--- src/rtl/stream_fifo_buffer.sv ---
`default_nettype none
// ============================================================================
// Module      : stream_fifo_buffer
// Description : Fully registered valid/ready stream FIFO of DEPTH words.
//               in_ready, out_valid, out_data and level all come straight
//               from flops, so no combinational path crosses the buffer in
//               either direction. out_data is a prefetch register that always
//               shows the oldest stored word.
// Options     : define STREAM_FIFO_FLUSH_EN to add the synchronous 'flush'
//               input (discards all contents, keeps out_data).
// Revision    : 1.0 - initial release
// ============================================================================
module stream_fifo_buffer #(
    parameter int DATA_WIDTH  = 32,
    parameter int DEPTH       = 4,
    parameter int LEVEL_WIDTH = $clog2(DEPTH) + 1
) (
    input  logic                   aclk,
    input  logic                   areset,
    input  logic [DATA_WIDTH-1:0]  in_data,
    input  logic                   in_valid,
    output logic                   in_ready,
    output logic [DATA_WIDTH-1:0]  out_data,
    output logic                   out_valid,
    input  logic                   out_ready,
    output logic [LEVEL_WIDTH-1:0] level
`ifdef STREAM_FIFO_FLUSH_EN
    ,
    input  logic                   flush
`endif
);

    localparam int PTR_W = $clog2(DEPTH);

    localparam logic [LEVEL_WIDTH-1:0] c_level_zero = '0;
    localparam logic [LEVEL_WIDTH-1:0] c_level_one  = LEVEL_WIDTH'(1);
    localparam logic [LEVEL_WIDTH-1:0] c_level_full = LEVEL_WIDTH'(DEPTH);
    localparam logic [PTR_W-1:0]       c_ptr_one    = PTR_W'(1);

    // Storage and registered state
    logic [DATA_WIDTH-1:0]  r_mem [DEPTH];
    logic [PTR_W-1:0]       r_wr_ptr;
    logic [PTR_W-1:0]       r_rd_ptr;
    logic [LEVEL_WIDTH-1:0] r_level;
    logic                   r_in_ready;
    logic                   r_out_valid;
    logic [DATA_WIDTH-1:0]  r_out_data;

    // Combinational decode
    logic                   w_flush;
    logic                   w_push;
    logic                   w_pop;
    logic [LEVEL_WIDTH-1:0] w_level_nxt;
    logic [PTR_W-1:0]       w_rd_ptr_inc;
    logic                   w_load_direct;
    logic                   w_load_mem;

`ifdef STREAM_FIFO_FLUSH_EN
    assign w_flush = flush;
`else
    assign w_flush = 1'b0;
`endif

    // A flush cancels both handshakes of its cycle, so the pushed word is
    // dropped and nothing is counted as popped.
    assign w_push = in_valid & r_in_ready & ~w_flush;
    assign w_pop  = r_out_valid & out_ready & ~w_flush;

    // Pointers are power-of-two wide, so the increment wraps DEPTH-1 -> 0.
    assign w_rd_ptr_inc = r_rd_ptr + c_ptr_one;

    // The incoming word becomes the head when the buffer is empty, or when
    // the only stored word leaves in the same cycle.
    assign w_load_direct = w_push &
                           ((r_level == c_level_zero) |
                            ((r_level == c_level_one) & w_pop));

    // Any other pop with a word behind the head promotes that word. With
    // level >= 2 the successor is already in the array, even if a new word
    // is being written this cycle.
    assign w_load_mem = w_pop & (r_level > c_level_one);

    // Next fill level from the push/pop pair, flush overriding both
    always_comb begin
        w_level_nxt = r_level;
        if (w_flush) begin
            w_level_nxt = c_level_zero;
        end else if (w_push && !w_pop) begin
            w_level_nxt = r_level + c_level_one;
        end else if (w_pop && !w_push) begin
            w_level_nxt = r_level - c_level_one;
        end
    end

    // Word array: every accepted word is written at the write pointer
    always_ff @(posedge aclk) begin
        if (w_push) begin
            r_mem[r_wr_ptr] <= in_data;
        end
    end

    // Pointers, level and the registered handshake flags
    always_ff @(posedge aclk or posedge areset) begin
        if (areset) begin
            r_wr_ptr    <= '0;
            r_rd_ptr    <= '0;
            r_level     <= c_level_zero;
            r_in_ready  <= 1'b0;
            r_out_valid <= 1'b0;
        end else begin
            r_level     <= w_level_nxt;
            r_in_ready  <= (w_level_nxt != c_level_full);
            r_out_valid <= (w_level_nxt != c_level_zero);
            if (w_flush) begin
                r_wr_ptr <= '0;
                r_rd_ptr <= '0;
            end else begin
                if (w_push) begin
                    r_wr_ptr <= r_wr_ptr + c_ptr_one;
                end
                if (w_pop) begin
                    r_rd_ptr <= w_rd_ptr_inc;
                end
            end
        end
    end

    // Head-of-queue prefetch register; holds its value when nothing loads
    always_ff @(posedge aclk or posedge areset) begin
        if (areset) begin
            r_out_data <= '0;
        end else if (w_load_direct) begin
            r_out_data <= in_data;
        end else if (w_load_mem) begin
            r_out_data <= r_mem[w_rd_ptr_inc];
        end
    end

    assign in_ready  = r_in_ready;
    assign out_valid = r_out_valid;
    assign out_data  = r_out_data;
    assign level     = r_level;

endmodule
`default_nettype wire
--- config.mk ---
export PLATFORM = sky130hd
export DESIGN_NAME = stream_fifo_buffer
export DESIGN_NICKNAME = d
export VERILOG_FILES = /design/src/rtl/stream_fifo_buffer.sv
export SDC_FILE = /design/constraint.sdc
export NUM_CORES = 1
export LEC_CHECK = 0
export ABC_AREA = 1
export CAP_MARGIN = 10
export CORE_MARGIN = 3
export CORE_UTILIZATION = 55
export DETAILED_ROUTE_END_ITERATION = 16
export GPL_TIMING_DRIVEN = 0
export PLACE_DENSITY_LB_ADDON = 0.2
export SLEW_MARGIN = 5
export SYNTH_ARGS = -nofsm -noshare
export SYNTH_HDL_FRONTEND = slang
export SYNTH_SLANG_ARGS = --single-unit
export TNS_END_PERCENT = 10
--- constraint.sdc ---
create_clock -name aclk -period 2.9 [get_ports aclk]
set_input_delay 0.58 -clock aclk [delete_from_list [all_inputs] [get_ports aclk]]
set_output_delay 0.58 -clock aclk [all_outputs]
set_load 0.01 [all_outputs]
==> results of run 1 <==
-- kinds of logic after synthesis --
group	after synthesis	share of synthesized area [%]
flops	169	66.19
xor+xnor	2	0.2381
fa+ha+maj	8	1.361
simple gates	519	27.75
buf+inv	53	4.184
compound gates	4	0.2720
-- where the power goes --
group | leakage, nW | switching, mW | internal [mW]
clock | 0.282 | 0.877 | 1.30
sequential | 1.67 | 0.246 | 3.32
combinational | 2.14 | 2.77 | 1.63
-- layout make-up --
class                      instances  area [um2]  area share (%)
buffer                            36       241.5           2.682
clock buffer                      22       464.2           5.156
clock inverter                    10       101.3           1.126
inverter                          17       66.31          0.7365
multi-input combinational        533        2210           24.54
sequential                       169        4870           54.09
tap                              172       215.2           2.390
timing repair buffer              77       835.8           9.283
-- per-stage QoR --
stage               hold slack (ns)  cells  setup slack [ns]
floorplan                    0.4946    755            0.4318
global placement             0.4604    999            -1.234
detailed placement           0.4641   1004            0.5080
CTS                          0.4295   1036            0.8658
global route                 0.4504   1036            0.8420
finish                       0.4292   1036            0.8964
-- cell usage after synthesis --
cell	instances
nand2_1	465
edfxtp_1	128
dfrtp_1	41
nand3_1	37
buf_2	25
inv_1	10
ha_1	8
nor2_1	8
buf_6	7
inv_2	6
nand2_4	5
nand2_2	4
buf_4	3
o21ai_0	3
xor2_1	2
buf_8	1
inv_4	1
o21ai_1	1
-- registers in the layout, summed over array words and instances, names as in the netlist --
register / flops
in_ready: 1
out_data: 32
r_wr_ptr: 2
r_mem: 128
r_rd_ptr: 2
level: 3
out_valid: 1
-- per-layer routing --
metal,up-vias,GRT usage [%],wire length [um]
li1,2597,-,-
met1,2534,31.45,6851
met2,263,40.21,8462
met3,30,5.339,1335
met4,0,10.64,329
met5,-,0,0
-- final timing paths --
kind / start / end / slack (ns) / depth (start not counted)
min in group aclk: out_data[19] / out_data[19] / 0.48 / 2
min: areset / out_data[7] / 0.43 / 2
max in group asynchronous: areset / out_data[17] / 1.99 / 3
min reg2reg: out_data[19] / out_data[19] / 0.48 / 2
max reg2reg: level[1] / out_data[22] / 1.04 / 11
max: level[0] / level[0] / 0.90 / 1
==> run_results.csv, run 1 <==
group,metric,value,unit
placement,place_hpwl,10510,um
logic_synthesis,synthesis.nets,799,
clock_network,cts_tree,"yes",
sta,max_freq,0.4991,GHz
logic_synthesis,synth_cell_types,18,
floorplanning,rows,41,
routing,dr.first_iter.drc_count,527,
floorplanning,ios,73,
setup_path,worstPathRequired,2.32,ns
placement,place_area,8438,um2
routing,drc_errors,0,
logic_synthesis,synth-seq-cells,169,
clock_network,hold_buffers,0,
global_routing,grt_pass1_wl,27110,um
routing,via_per_inst,5.236,
finish,fin_area,9004,um2
sta,setup_viol,0,
floorplanning,die_h,121.7,um
setup_path,endpoint_kind,"output pin",
clock_network,path_clk_slew,0.06,ns
clock_network,cts_buffers,17,
clock_network,clkSinkCount,169,
sta,tns,0,ns
clock_network,htreeDepth,4,
finish,fin_util,70.20,%
finish,n_antenna_cell,0,
logic_synthesis,synth-seq-area-share,66.19,%
finish,final_nets,895,
setup_path,arrival,1.42,ns
global_routing,grt.total_usage,24.43,%
setup_path,crit_family,"buffers and inverters",
sta,slew_headroom,54.84,%
setup_path,path_cells,"clkdlybuf4s50_1",
global_routing,grt_max_degree,29,
sta,min_period_over_period,69.09,%
routing,ant_nets,0,
floorplanning,die_x,121.7,um
setup_path,cp_max_fo,5,
routing,wl_per_cell,16.39,um
power_and_ir_drop,vdd_drop_max,571.6,uV
logic_synthesis,netlist_area,7357,um2
global_routing,overflow,0,
clock_network,clockBufferDepth,2,
setup_path,worst-setup-path-type,"reg -> out",
power_and_ir_drop,powerDensity,1126,nW/um2
routing,dr_total_vias,5424,
sta,period_needed,2.004,ns
finish,area_delta_synth_final,22.38,%
power_and_ir_drop,p_total,10.13,mW
routing,firstDrtPassIters,5,
placement,gp_congestion,0.7969,
setup_path,critPathSlowestCell,"clkdlybuf4s50_1",
clock_network,cts-root-buf,"clkbuf_16",
global_routing,grt_pass1_vias,5386,
setup_path,crit_buf_inv,1,
logic_synthesis,yosys.area.top_type,"edfxtp_1",
placement,io_buffers,72,
setup_path,startpoint_type,"register",
run,cap_violations,0,
floorplanning,initial_utilization,57.37,%
outcome,status,"completed",
power_and_ir_drop,p_leak,4.094,nW
finish,fill_cells,900,
sta,hold_viol,0,
sta,worst-slew-pin-transition,0.6759,ns
logic_synthesis,yosys_warnings,0,
finish,drive_above_1_share,10.30,%
routing,wl,16980,um
finish,final_common_cell,"nand2_1",
clock_network,cts_resized,0,
logic_synthesis,synthTopCellsByArea,"edfxtp_1, nand2_1, dfrtp_1",
clock_network,clk_latency,0.42,ns
floorplanning,core-area,12820,um2
logic_synthesis,syn-mean-instance-area,9.744,um2
sta,rsz0062_at_grt,"no",
finish,layout_common_cells,"nand2_1, edfxtp_1, clkdlybuf4s50_1, dfrtp_1, nand3_1",
global_routing,antenna_found_initial,0,
logic_synthesis,netlist.area_leader.share,52.24,%
logic_synthesis,syn_inst,755,
floorplanning,die_area,14800,um2
worst_hold_path,hold_class,"in -> async",
setup_path,slowest_delay,0.57,ns
clock_network,cts_setup_buffers,0,
sta,final.setup_skew,0.006329,ns
sta,drv_slew,0,
No activity file was read; power rests on OpenSTA's default activity.
==> run 2, diff against run 1 <==
==> constraint.sdc (replaced) <==
create_clock -name aclk -period 2.1 [get_ports aclk]
set_input_delay 0.42 -clock aclk [delete_from_list [all_inputs] [get_ports aclk]]
set_output_delay 0.42 -clock aclk [all_outputs]
set_load 0.01 [all_outputs]
==> results of run 2 <==
The final DEF is identical to that of run 1. Status: completed.
Main changes from that run: setup slack after placement 0.5080 ns -> -0.1320 ns; setup slack after layout 0.8964 ns -> 0.2422 ns; hold slack 0.4292 ns -> 0.2692 ns; start point of the critical path level[0] -> level[1]; end point of the critical path level[0] -> out_data[22]; register-to-register setup slack 1.04 ns -> 0.24 ns; total power 10.13 mW -> 13.99 mW; worst IR drop on VDD 571.6 uV -> 789.4 uV
